$ cat config.mk
export PLATFORM = sky130hd
export DESIGN_NAME = prog_counter_4bit
export DESIGN_NICKNAME = d
export VERILOG_FILES = /design/src/rtl/prog_counter_pkg.sv /design/src/rtl/prog_counter_clk_div_tick.sv /design/src/rtl/prog_counter_4bit.sv
export SDC_FILE = /design/constraint.sdc
export NUM_CORES = 1
export LEC_CHECK = 0
export ABC_CLOCK_PERIOD_IN_PS = 1000
export CAP_MARGIN = 25
export CELL_PAD_IN_SITES_DETAIL_PLACEMENT = 1
export CELL_PAD_IN_SITES_GLOBAL_PLACEMENT = 1
export CORE_MARGIN = 2
export CORE_UTILIZATION = 43
export DETAILED_ROUTE_END_ITERATION = 10
export PLACE_DENSITY_LB_ADDON = 0.1
export SLEW_MARGIN = 10
export SYNTH_ARGS = -nofsm -noshare
export SYNTH_HDL_FRONTEND = slang
export SYNTH_SLANG_ARGS = --single-unit
$ cat constraint.sdc
create_clock -name clock -period 1 [get_ports clock]
set_input_delay 0.1 -clock clock [delete_from_list [all_inputs] [get_ports clock]]
set_output_delay 0.1 -clock clock [all_outputs]
set_load 0.01 [all_outputs]
$ cat src/rtl/prog_counter_pkg.sv
// +------------------------------------------------------------------+
// | prog_counter_pkg : widths, defaults and types for prog_counter_4bit |
// | Rev 1.0                                                          |
// +------------------------------------------------------------------+
`default_nettype none

package prog_counter_pkg;
  localparam int COUNT_W          = 8;
  localparam int STEP_W           = 4;
  localparam int DIV_HALF_DEFAULT = 2;

  typedef logic [COUNT_W-1:0] count_t;
  typedef logic [STEP_W-1:0]  step_t;
endpackage

`default_nettype wire

$ cat src/rtl/prog_counter_clk_div_tick.sv
// +------------------------------------------------------------------+
// | clk_div_tick : 50% divided clock_out plus a tick on its 0->1 edge  |
// | Rev 1.0                                                          |
// +------------------------------------------------------------------+
`default_nettype none

module clk_div_tick #(
  parameter int DIV_HALF = 2
) (
  input  logic clock,
  input  logic rst_n_sync,
  output logic clock_out,
  output logic tick
);
  // A single-bit counter keeps DIV_HALF=1 legal (it simply wraps every cycle).
  localparam int              CNT_W = (DIV_HALF > 1) ? $clog2(DIV_HALF) : 1;
  localparam logic [CNT_W-1:0] LAST = CNT_W'(DIV_HALF - 1);

  logic [CNT_W-1:0] div_cnt_q, div_cnt_d;
  logic             clk_out_q, clk_out_d;
  logic             wrap;

  assign wrap = (div_cnt_q == LAST);

  always_comb begin
    div_cnt_d = wrap ? '0 : div_cnt_q + CNT_W'(1);
    clk_out_d = clk_out_q ^ wrap;
  end

  always_ff @(posedge clock or negedge rst_n_sync) begin
    if (!rst_n_sync) begin
      div_cnt_q <= '0;
      clk_out_q <= 1'b0;
    end else begin
      div_cnt_q <= div_cnt_d;
      clk_out_q <= clk_out_d;
    end
  end

  assign clock_out = clk_out_q;
  assign tick      = wrap & ~clk_out_q;
endmodule

`default_nettype wire

$ cat src/rtl/prog_counter_4bit.sv
// +------------------------------------------------------------------+
// | prog_counter_4bit : 8-bit counter advancing by a switch step per   |
// | divided tick. Macro PROG_COUNTER_SATURATE_EN clamps at 255.        |
// | Rev 1.0                                                          |
// +------------------------------------------------------------------+
`default_nettype none

module prog_counter_4bit
  import prog_counter_pkg::*;
#(
  parameter int DIV_HALF = DIV_HALF_DEFAULT
) (
  input  logic               clock,
  input  logic               rst,
  input  logic [STEP_W-1:0]  sw_in,
  output logic               clock_out,
  output logic [COUNT_W-1:0] cout
);
  logic [1:0] rst_sync_q;
  logic       rst_n_sync;
  step_t      sw_meta_q, step_q;
  logic       tick;
  count_t     cout_q, cout_d;

  // Assertion is asynchronous, release is two clocks later.
  always_ff @(posedge clock or negedge rst) begin
    if (!rst) rst_sync_q <= '0;
    else      rst_sync_q <= {rst_sync_q[0], 1'b1};
  end

  assign rst_n_sync = rst_sync_q[1];

  always_ff @(posedge clock or negedge rst) begin
    if (!rst) begin
      sw_meta_q <= '0;
      step_q    <= '0;
    end else begin
      sw_meta_q <= sw_in;
      step_q    <= sw_meta_q;
    end
  end

  clk_div_tick #(
    .DIV_HALF (DIV_HALF)
  ) u_clk_div_tick (
    .clock      (clock),
    .rst_n_sync (rst_n_sync),
    .clock_out  (clock_out),
    .tick       (tick)
  );

`ifdef PROG_COUNTER_SATURATE_EN
  logic [COUNT_W:0] sum;

  always_comb begin
    sum    = {1'b0, cout_q} + {{(COUNT_W + 1 - STEP_W){1'b0}}, step_q};
    cout_d = cout_q;
    if (tick) cout_d = sum[COUNT_W] ? '1 : sum[COUNT_W-1:0];
  end
`else
  always_comb begin
    cout_d = cout_q;
    if (tick) cout_d = cout_q + {{(COUNT_W - STEP_W){1'b0}}, step_q};
  end
`endif

  always_ff @(posedge clock or negedge rst_n_sync) begin
    if (!rst_n_sync) cout_q <= '0;
    else             cout_q <= cout_d;
  end

  assign cout = cout_q;
endmodule

`default_nettype wire

==> run_results.csv <==
group,metric,value,unit
run_status,outcome,"finished with violations",
run_status,violations,"negative setup slack",
finish,nNetsFinal,129,
placement,place_congestion,0.7527,
grt,grt-ovfl-total,0,
clocking,clock_path_buffers,2,
sta,setup_slack,-587.2,ps
grt,grt.met1_usage,0.2772,
logic_synthesis,syn_inst,71,
floorplan,die-area,2376,um^2
critical_path,path_class,"flop to flop",
critical_path,critical_path_cell_count,6,
grt,busiest_layer,"met2",
logic_synthesis,synth_compound_area_frac,0.1090,
critical_path,critPathLaunchType,"flop",
routing,postRouteAntennaNets,0,
routing,drt-initial-drc-count,19,
finish,final_cell_area,1445,um^2
critical_path,cp_data_arrival_time,1790,ps
clocking,h-tree-depth,1,
grt,grt_max_degree,12,
placement,dpl_cell_area,1162,um^2
run,drv_cap,0,
logic_synthesis,synth_area,860.8,um^2
critical_path,crit_path_max_fanout,3,
sta,fin_worst_skew,4.378,ps
logic_synthesis,async_reset_ff_frac,1.000,
critical_path,crit_path_end_kind,"flop",
critical_path,cp_cell_sequence,"ha_4 > inv_2 > fa_2 > nor2b_4 > o21a_1 > o311ai_1",
sta,setup_viol,15,
sta,fmaxAchievable,630.0,MHz
critical_path,critPathTopFamily,"adder cells",
logic_synthesis,yosys.area_share.adder,0.09593,
sta,hold_violations,0,
placement,dp_hpwl,1.640,mm
critical_path,cpPeakStageDelay,430,ps
critical_path,r2r-end,"cout[6]$_DFFE_PN0P_",
critical_path,cp-startpoint,"cout[0]$_DFFE_PN0P_",
clocking,cts_hold_buf,0,
critical_path,critical_path_buf_inv_count,1,
routing,vias_per_cell,5.357,
floorplan,start_util,0.4479,
grt,grt_usage,0.2432,
sta,layout_min_cycle_time,1587,ps
routing,num_vias,766,
placement,dpl_worst_slack,-504.4,ps
finish,antenna_cells,0,
sta,grt_setup_unrepaired,"yes",
logic_synthesis,synth_top_area_share,0.5814,
placement,io_buffers,14,
logic_synthesis,ys_ff_latch,20,
logic_synthesis,yosysMostFrequentCell,"dfrtp_1",
floorplan,coreArea,1922,um^2
logic_synthesis,synthSimpleGateAreaFrac,0.09593,
sta,fin_crit_sh,1.587,
clocking,path_clk_slew,120,ps
logic_synthesis,synth_top_family_by_area,"compound AO/OA/AOI/OAI gates",
grt,grt_pass1_vias,847,
critical_path,cp_slowest_cell,"dfrtp_1",
finish,syn_to_final_growth,67.88,%
clocking,worst_skew_pair.late_latency,320,ps
finish,fin_util,0.7520,
logic_synthesis,yosys_warnings,0,
grt,grt_pass1_wl,4.181,mm
logic_synthesis,yosys-top-cells-count,"20 x dfrtp_1, 9 x inv_1, 5 x ha_1",
critical_path,r2r-start,"cout[0]$_DFFE_PN0P_",
logic_synthesis,ys_types,28,
floorplan,fp-row-count,16,
clocking,cts-buffers-inserted,3,
logic_synthesis,synth_nets,83,
pwr,power.density,2788,nW/um^2
floorplan,io_pins,15,
floorplan,die_y,48.74,um
logic_synthesis,synth_edf_count,0,
critical_path,crit_end,"cout[6]$_DFFE_PN0P_",
sta,whs,67.23,ps
logic_synthesis,syn_area_per_cell,12.12,um^2
logic_synthesis,synth_area_leaders,"dfrtp_1 58%, ha_1 7.3%, inv_1 3.9%",
clocking,clock-sinks,20,
logic_synthesis,synthMuxAreaShare,0.03779,
logic_synthesis,synth_top_area_cell,"dfrtp_1",
critical_path,required,1210,ps
routing,drtPass1Iterations,4,
critical_path,worstRegToRegCells,6,
logic_synthesis,ys.flop_type,"dfrtp_1",
grt,grtUsageMet3,0.05556,
clocking,cts_root_buffer,"clkbuf_4",
routing,remaining_drc_errors,0,
pwr,p_leak,0.6483,nW
pwr,ir_drop,0.001790,V
routing,post_drt_wl_per_cell,23.99,um
finish,drive_gt1_frac,0.5431,
floorplan,die_x,48.74,um
critical_path,r2r_setup_slack,-590,ps
clocking,cts_tree,"done",
grt,grtUsageMet2,0.4292,
logic_synthesis,synth_seq_area_share,0.5814,
logic_synthesis,synth_xor_area_frac,0.03052,
grt,antenna_found_initial,0,
routing,wl,3.431,mm
min_path,hold_path.class,"input pin to async pin",
sta,drv_slew,0,
==> routing by layer <==
layer  share of wire  wire length [um]
met1            0.42              1432
met3           0.040               138
met2            0.51              1765
met5               0                 0
met4           0.028                95
==> metrics by stage <==
stage          instances  setup TNS, ps  power (mW)
2_1_floorplan         71          -2899       1.801
3_3_place_gp         124          -3269       2.480
3_5_place_dp         124          -3954       2.604
4_1_cts              136          -4029       3.533
5_1_grt              143          -5227       4.176
6_report             143          -4807       4.030
==> timing repair <==
item | CTS | global route
cloned | 0 | 0
pin swaps | 5 | 11
resized for setup | 64 | 16
endpoints found under the setup margin | 17 | 15
buffers inserted | 9 | 11
==> cell families (layout without fill, tap and decap cells) <==
family,after synthesis,in the layout
xor+xnor,3,3
flops,20,20
buf+inv,10,55
compound gates,14,14
other cells,1,1
simple gates,14,14
mux,3,3
fa+ha+maj,6,6
==> worst min path at each step <==
| stage | cells after the start | slack [ps] | to | start |
|---|---|---|---|---|
| floorplan | 0 | -200 | rst_sync_q[0]$_DFF_PN0_ | rst |
| global placement | 0 | 190 | cout[2]$_DFFE_PN0P_ | rst_sync_q[1]$_DFF_PN0_ |
| detailed placement | 0 | 210 | cout[2]$_DFFE_PN0P_ | rst_sync_q[1]$_DFF_PN0_ |
| CTS | 1 | 90 | rst_sync_q[0]$_DFF_PN0_ | rst |
| global route | 1 | 110 | step_q[0]$_DFF_PN0_ | rst |
| finish | 1 | 70 | sw_meta_q[1]$_DFF_PN0_ | rst |
==> worst reg2reg max path, cell delays in order, from the launching register on <==
cell      delay [ps]
dfrtp_1          430
ha_4             160
inv_2             40
fa_2             380
nor2b_4          190
o21a_1           170
o311ai_1          90
==> state kept, by name (all words and copies together) (netlist names) <==
| register | cells |
|---|---|
| u_clk_div_tick.clock_out | 1 |
| sw_meta_q | 4 |
| u_clk_div_tick.div_cnt_q | 1 |
| cout | 8 |
| step_q | 4 |
| rst_sync_q | 2 |
==> cell usage in the layout, fill, tap and decap left out <==
cell,netlist,routed
o2111ai_2,0,1
o31ai_2,0,1
or3b_2,1,1
o211ai_1,1,1
xnor2_1,2,2
ha_4,0,5
clkbuf_8,0,1
buf_4,0,15
mux2i_1,1,1
a211oi_4,0,1
buf_6,0,20
inv_2,0,3
xor2_1,1,1
dfrtp_1,20,18
conb_1,1,1
nand4_1,4,4
o21ai_2,0,2
clkbuf_4,0,3
clkdlybuf4s50_1,0,5
nor2b_1,3,2
o311ai_1,0,1
dfrtp_2,0,2
o21a_1,3,3
inv_1,9,6
nand3_1,1,1
o21ai_0,2,1
nor2_1,2,2
and3_1,1,1
nand2_1,1,1
a21oi_2,0,2
mux2_4,0,2
buf_2,1,2
fa_2,0,1
or4_1,1,1
o22ai_1,1,1
nor2b_4,0,1
==> power by group <==
part           internal, mW  total, mW  switching, mW
sequential            0.971       1.19          0.215
combinational          1.33       2.34           1.01
clock                 0.223      0.506          0.283
total                  2.53       4.03           1.50
==> layout make-up <==
class / count / area [um^2]
Inverter: 9 / 33.78
Clock buffer: 4 / 36.28
Tap cell: 27 / 33.78
Fill cell: 172 / 476.7
Sequential cell: 20 / 503.0
Multi-Input combinational cell: 41 / 440.4
Timing Repair Buffer: 42 / 397.9
Note: power is estimated with default switching activity, not from simulation.
